<file path="src/rtl/scope_pkg.sv">
// Shared definitions for the capture path: front-panel mode codes, capture FSM
// state encoding and the per-mode decimation ratios.
package scope_pkg;

  localparam logic [1:0] MODE_STOP = 2'b00;
  localparam logic [1:0] MODE_X1   = 2'b01;
  localparam logic [1:0] MODE_X4   = 2'b10;
  localparam logic [1:0] MODE_X16  = 2'b11;

  localparam int RATIO_X1  = 1;
  localparam int RATIO_X4  = 4;
  localparam int RATIO_X16 = 16;

  // Wide enough to hold RATIO_X16-1.
  localparam int DEC_W = 4;

  typedef enum logic [2:0] {
    ST_IDLE      = 3'd0,
    ST_ARM       = 3'd1,
    ST_WAIT_TRIG = 3'd2,
    ST_CAPTURE   = 3'd3,
    ST_DONE      = 3'd4
  } state_t;

  // Terminal decimation count (R-1) for a mode code; stop maps to 0.
  function automatic logic [DEC_W-1:0] dec_last(input logic [1:0] m);
    case (m)
      MODE_X1:  dec_last = DEC_W'(RATIO_X1 - 1);
      MODE_X4:  dec_last = DEC_W'(RATIO_X4 - 1);
      MODE_X16: dec_last = DEC_W'(RATIO_X16 - 1);
      default:  dec_last = '0;
    endcase
  endfunction

endpackage

</file>
<file path="src/rtl/tick_decimator.sv">
// Divides the ADC strobe stream by 1/4/16 per mode; tick is combinational off the
// current strobe (zero latency), no backpressure. clear restarts the count and suppresses tick.
module tick_decimator
  import scope_pkg::*;
(
  input  logic       clk,
  input  logic       rst_n,
  input  logic [1:0] mode,
  input  logic       adc_valid,
  input  logic       clear,
  output logic       tick
);

  logic [DEC_W-1:0] dec_cnt;
  logic [DEC_W-1:0] last;

  assign last = dec_last(mode);
  assign tick = adc_valid && !clear && (mode != MODE_STOP) && (dec_cnt == last);

  always_ff @(posedge clk or negedge rst_n) begin
    if (!rst_n) begin
      dec_cnt <= '0;
    end else if (clear || mode == MODE_STOP) begin
      dec_cnt <= '0;
    end else if (adc_valid) begin
      dec_cnt <= (dec_cnt == last) ? '0 : dec_cnt + 1'b1;
    end
  end

endmodule

</file>
<file path="src/rtl/capture_ctrl.sv">
// Decimated, edge-triggered single-frame capture into the frame buffer with auto-trigger fallback.
// Write port has one cycle latency from the tick; the frame is held until the display acks it.
module capture_ctrl
  import scope_pkg::*;
#(
  parameter int DATA_W     = 8,
  parameter int DEPTH_LOG2 = 9,
  parameter int AUTO_TICKS = 1024
) (
  input  logic                  clk,
  input  logic                  rst_n,
  input  logic [1:0]            mode,
  input  logic                  adc_valid,
  input  logic [DATA_W-1:0]     adc_data,
  input  logic [DATA_W-1:0]     trig_level,
  output logic                  wr_en,
  output logic [DEPTH_LOG2-1:0] wr_addr,
  output logic [DATA_W-1:0]     wr_data,
  output logic                  frame_ready,
  input  logic                  frame_ack,
  output logic                  auto_trig,
  output logic                  busy
);

  localparam int TMO_W = (AUTO_TICKS > 1) ? $clog2(AUTO_TICKS) : 1;
  localparam logic [TMO_W-1:0]      TMO_LAST  = TMO_W'(AUTO_TICKS - 1);
  localparam logic [DEPTH_LOG2-1:0] ADDR_LAST = '1;

  state_t                  state, state_nxt;
  logic [1:0]              mode_q;
  logic                    mode_chg, abort, dec_clr, tick, hit;
  logic [DATA_W-1:0]       prev, prev_nxt;
  logic                    prev_valid, prev_valid_nxt;
  logic [TMO_W-1:0]        tmo_cnt, tmo_nxt;
  logic [DEPTH_LOG2-1:0]   addr_cnt, addr_nxt;
  logic                    wr_en_nxt;
  logic [DEPTH_LOG2-1:0]   wr_addr_nxt;
  logic [DATA_W-1:0]       wr_data_nxt;
  logic                    auto_nxt;

  assign mode_chg    = (mode != mode_q);
  assign busy        = (state == ST_ARM) || (state == ST_WAIT_TRIG) || (state == ST_CAPTURE);
  assign frame_ready = (state == ST_DONE);
  assign abort       = mode_chg && busy;
  // Holding the decimator clear outside the active states makes every arm start on a fresh count.
  assign dec_clr     = abort || (state == ST_IDLE) || (state == ST_DONE);
  assign hit         = prev_valid && (prev < trig_level) && (adc_data >= trig_level);

  tick_decimator u_dec (
    .clk       (clk),
    .rst_n     (rst_n),
    .mode      (mode),
    .adc_valid (adc_valid),
    .clear     (dec_clr),
    .tick      (tick)
  );

  always_comb begin
    state_nxt      = state;
    prev_nxt       = prev;
    prev_valid_nxt = prev_valid;
    tmo_nxt        = tmo_cnt;
    addr_nxt       = addr_cnt;
    wr_en_nxt      = 1'b0;
    wr_addr_nxt    = wr_addr;
    wr_data_nxt    = wr_data;
    auto_nxt       = auto_trig;

    if (abort) begin
      state_nxt      = (mode == MODE_STOP) ? ST_IDLE : ST_ARM;
      prev_valid_nxt = 1'b0;
      tmo_nxt        = '0;
      addr_nxt       = '0;
    end else begin
      case (state)
        ST_IDLE: begin
          if (mode != MODE_STOP) state_nxt = ST_ARM;
        end
        ST_ARM: begin
          if (tick) begin
            prev_nxt       = adc_data;
            prev_valid_nxt = 1'b1;
            state_nxt      = ST_WAIT_TRIG;
          end
        end
        ST_WAIT_TRIG: begin
          if (tick) begin
            prev_nxt = adc_data;
            if (hit || tmo_cnt == TMO_LAST) begin
              wr_en_nxt   = 1'b1;
              wr_addr_nxt = '0;
              wr_data_nxt = adc_data;
              auto_nxt    = !hit;
              tmo_nxt     = '0;
              addr_nxt    = DEPTH_LOG2'(1);
              state_nxt   = ST_CAPTURE;
            end else begin
              tmo_nxt = tmo_cnt + 1'b1;
            end
          end
        end
        ST_CAPTURE: begin
          if (tick) begin
            prev_nxt    = adc_data;
            wr_en_nxt   = 1'b1;
            wr_addr_nxt = addr_cnt;
            wr_data_nxt = adc_data;
            if (addr_cnt == ADDR_LAST) begin
              addr_nxt  = '0;
              state_nxt = ST_DONE;
            end else begin
              addr_nxt = addr_cnt + 1'b1;
            end
          end
        end
        ST_DONE: begin
          if (frame_ack) begin
            prev_valid_nxt = 1'b0;
            state_nxt      = (mode == MODE_STOP) ? ST_IDLE : ST_ARM;
          end
        end
        default: state_nxt = ST_IDLE;
      endcase
    end
  end

  always_ff @(posedge clk or negedge rst_n) begin
    if (!rst_n) state <= ST_IDLE;
    else        state <= state_nxt;
  end

  always_ff @(posedge clk or negedge rst_n) begin
    if (!rst_n) begin
      mode_q     <= MODE_STOP;
      prev       <= '0;
      prev_valid <= 1'b0;
      tmo_cnt    <= '0;
      addr_cnt   <= '0;
      wr_en      <= 1'b0;
      wr_addr    <= '0;
      wr_data    <= '0;
      auto_trig  <= 1'b0;
    end else begin
      mode_q     <= mode;
      prev       <= prev_nxt;
      prev_valid <= prev_valid_nxt;
      tmo_cnt    <= tmo_nxt;
      addr_cnt   <= addr_nxt;
      wr_en      <= wr_en_nxt;
      wr_addr    <= wr_addr_nxt;
      wr_data    <= wr_data_nxt;
      auto_trig  <= auto_nxt;
    end
  end

endmodule

</file>
<file path="config.mk">
export PLATFORM = sky130hd
export DESIGN_NAME = capture_ctrl
export DESIGN_NICKNAME = d
export VERILOG_FILES = /design/src/rtl/scope_pkg.sv /design/src/rtl/tick_decimator.sv /design/src/rtl/capture_ctrl.sv
export SDC_FILE = /design/constraint.sdc
export NUM_CORES = 1
export LEC_CHECK = 0
export BUFFER_PORTS_ARGS = -buffer_cell sky130_fd_sc_hd__buf_4
export CAP_MARGIN = 10
export CORE_MARGIN = 2
export CORE_UTILIZATION = 56
export CTS_CLUSTER_DIAMETER = 150
export DETAILED_ROUTE_END_ITERATION = 7
export GPL_TIMING_DRIVEN = 0
export PLACE_DENSITY_LB_ADDON = 0.08
export SLEW_MARGIN = 15
export SYNTH_ARGS = -nofsm -noshare
export SYNTH_HDL_FRONTEND = slang
export SYNTH_SLANG_ARGS = --single-unit
</file>
<file path="constraint.sdc">
create_clock -name clk -period 8 [get_ports clk]
set_input_delay 1.6 -clock clk [delete_from_list [all_inputs] [get_ports clk]]
set_output_delay 1.6 -clock clk [all_outputs]
set_load 0.02 [all_outputs]
</file>
==> flow_summary.toml <==
[clock_tree]
clkTransAtPathRegs_ps = 90
cts_hold_buf = 0
cts_resized = 0
cts.sinks = 56
htree_levels = 2
cts-root-buf = "clkbuf_8"
tritoncts = "built"
cts_max_path_buffers = 2
cts-buffers-inserted = 5
post_cts_buffers = 0
clk_latency_ps = 310

[logic_synthesis]
synthFlopType = "dfrtp_1"
synth_cell_types = 53
ys_seq_area_frac = 0.451
avgSynthCellArea_um2 = 10.1
syn_nets = 350
synth_area_um2 = 3110
ys_async_sr_fraction = 1.00
synthCells = 309
yosys_warnings = 0
synth-seq-cells = 56
synth_edf_count = 0

[placement]
io_buffers = 42
place.gp.congestion = 0.911
hpwl_mm = 4.64

[setup_path]
worstSetupEndpointType = "register"
critPathKind = "in -> reg"
worstPathRequired_ps = 8200
path_delay_family = "compound AO/OA/AOI/OAI gates"
cpMaxStageDelayCell = "o32a_1"
r2r_slack_ps = 5260
path_buf_inv = 4
path_common_cell = "buf_4"
arrival_ps = 3980
reg2reg_from = "prev[1]"
cp_max_fo = 10
slowest_delay_ps = 490
ff2ff_path_depth = 9
r2r_end = "wr_addr[7]"
path_cells = "buf_4, inv_1, ha_1, or3b_2, o2111ai_1, a21oi_1, o32a_1, a211o_1, buf_4, buf_6, a22o_1"
worstSetupStartpointType = "primary input"

[timing]
setup_tns_ps = 0
rsz0062_at_grt = "false"
setup-violations-final = 0
finalHoldViolCount = 0
max_freq_ghz = 0.265
max_slew_margin = 0.398
holdWs_ps = 487
period_minus_slack_ps = 3780
worstMarginPinSlew_ps = 896
slew_viol_final = 0
skew_ps = 6.51
finalCritPeriodShare = 0.472

[grt]
grt_overflow = 0
antenna_found_initial = 0
grt_max_degree = 57
grt_pass1_wl_mm = 11.2
grt_pass1_vias = 2393
grt_usage = 0.230

[flow_run]
maxCapViolCount = 0

[hold_path]
worstHoldPathType = "reg -> reg"
holdPathEnd = "prev[0]"
hold_path.startpoint = "prev[0]"
whs_path_depth = 2

[floorplan]
num_rows = 27
coreArea_um2 = 5440
die_h_um = 78.5
boundaryPins = 43
die_width_um = 78.5
start_util = 0.571
die_area_um2 = 6160

[routing]
via_per_inst = 5.79
wl_met2_mm = 3.01
routed.top_layer = "met4"
wl_met1_mm = 2.99
drc = 0
routed_wirelength_mm = 6.40
vias = 2488
postRouteAntennaNets = 0
wire_per_inst_um = 14.9
first_iter_violations = 213
wl_met3_um = 338
dr.pass1.iters = 4

[cells_and_area]
nets = 399
drive_above_1_share = 0.209
areaGrowthSynthToFinish_pct = 15.7
final_cell_mix = "56 x dfrtp_1, 43 x buf_4, 23 x o21ai_0"
final_common_cell = "dfrtp_1"
diodes = 0

[power_and_ir_drop]
leakage_nw = 1.70
power_density_nw_per_um2 = 186
ir_drop_mv = 0.0982

[outcome]
status = "finished clean"
flip-flops by register name, indices dropped and copies added (netlist names):
signal         cells
addr_cnt           9
auto_trig          1
mode_q             2
prev               8
prev_valid         1
state              3
tmo_cnt           10
u_dec.dec_cnt      4
wr_addr            9
wr_data            8
wr_en              1
worst max path at each step:
| stage | start | to | slack (ps) | depth (start not counted) |
|---|---|---|---|---|
| after floorplan | trig_level[1] | wr_addr[0] | 4170 | 10 |
| after global placement | trig_level[1] | wr_addr[7] | 3900 | 11 |
| after detailed placement | trig_level[1] | wr_addr[0] | 3890 | 11 |
| after CTS | trig_level[1] | wr_addr[0] | 4210 | 11 |
| after global routing | mode[1] | u_dec.dec_cnt[2] | 4140 | 9 |
| final | trig_level[1] | wr_addr[7] | 4220 | 11 |
cells in the mapped netlist, types with 2 or more instances:
library cell  instances  area [µm²]
inv_1                21        78.8
nor3_1                8        40.0
a21o_1                2        15.0
nor4_1                4        25.0
nand2b_1              2        12.5
xnor2_1               4        35.0
dfrtp_1              56        1400
o211ai_1              2        15.0
ha_1                 19         238
nand2_1              20        75.1
o2111ai_1             6        52.6
clkbuf_1              7        26.3
a22o_1                9        78.8
a211oi_1              2        15.0
mux2_2               16         180
a31oi_1               4        25.0
or3_1                 5        31.3
o21ai_0              23         115
nor2_1               20        75.1
and3_1                3        18.8
a21oi_1              11        55.1
nand4_1               5        31.3
o22a_1                2        17.5
nand3_1              14        70.1
and2_1                5        31.3
o31ai_1               2        15.0
nor2b_1               2        12.5
mux2i_1               2        20.0
xor2_1                7        61.3
o22ai_1               3        18.8
stage by stage:
stage | cells | power (mW) | instance area (µm²) | util | setup WS [ps]
after floorplan | 309 | 0.464 | 3110 | - | 4170
after global placement | 423 | 0.520 | 3510 | 0.646 | 3900
after detailed placement | 423 | 0.524 | 3510 | 0.646 | 3890
after CTS | 430 | 0.675 | 3590 | 0.661 | 4210
after global routing | 430 | 0.714 | 3590 | 0.661 | 4140
final | 430 | 0.668 | 3590 | 0.661 | 4220
routing by layer:
layer	vias up	GRT usage
li1	1227	-
met1	1188	0.325
met2	67	0.365
met3	6	0.0414
met4	0	0.0632
met5	-	0
cells by family after synthesis:
| group | synth area share |
|---|---|
| simple gates | 0.152 |
| compound gates | 0.183 |
| flops | 0.451 |
| buf+inv | 0.0427 |
| fa+ha+maj | 0.0765 |
| mux | 0.0644 |
| xor+xnor | 0.0310 |
report_power, final:
part,internal (mW),switching (mW),leakage [nW]
clock,0.0595,0.0884,0.0400
combinational,0.0802,0.111,0.900
sequential,0.310,0.0193,0.765
total,0.450,0.219,1.70
area by class of cell:
class                           instances  area [µm²]
Clock inverter                          2        12.5
Clock buffer                            5        68.8
Tap cell                               72        90.1
Buffer                                 11        53.8
Inverter                               21        78.8
Multi-Input combinational cell        221        1570
Sequential cell                        56        1400
Timing Repair Buffer                   42         315
Fill cell                             431        1840
tightest hold or removal path, cell delays in order, from the launching register on:
cell and delay, ps:
dfrtp_1 350, nand2_1 50, o21ai_0 60
Power figures use the tool's default switching activity.
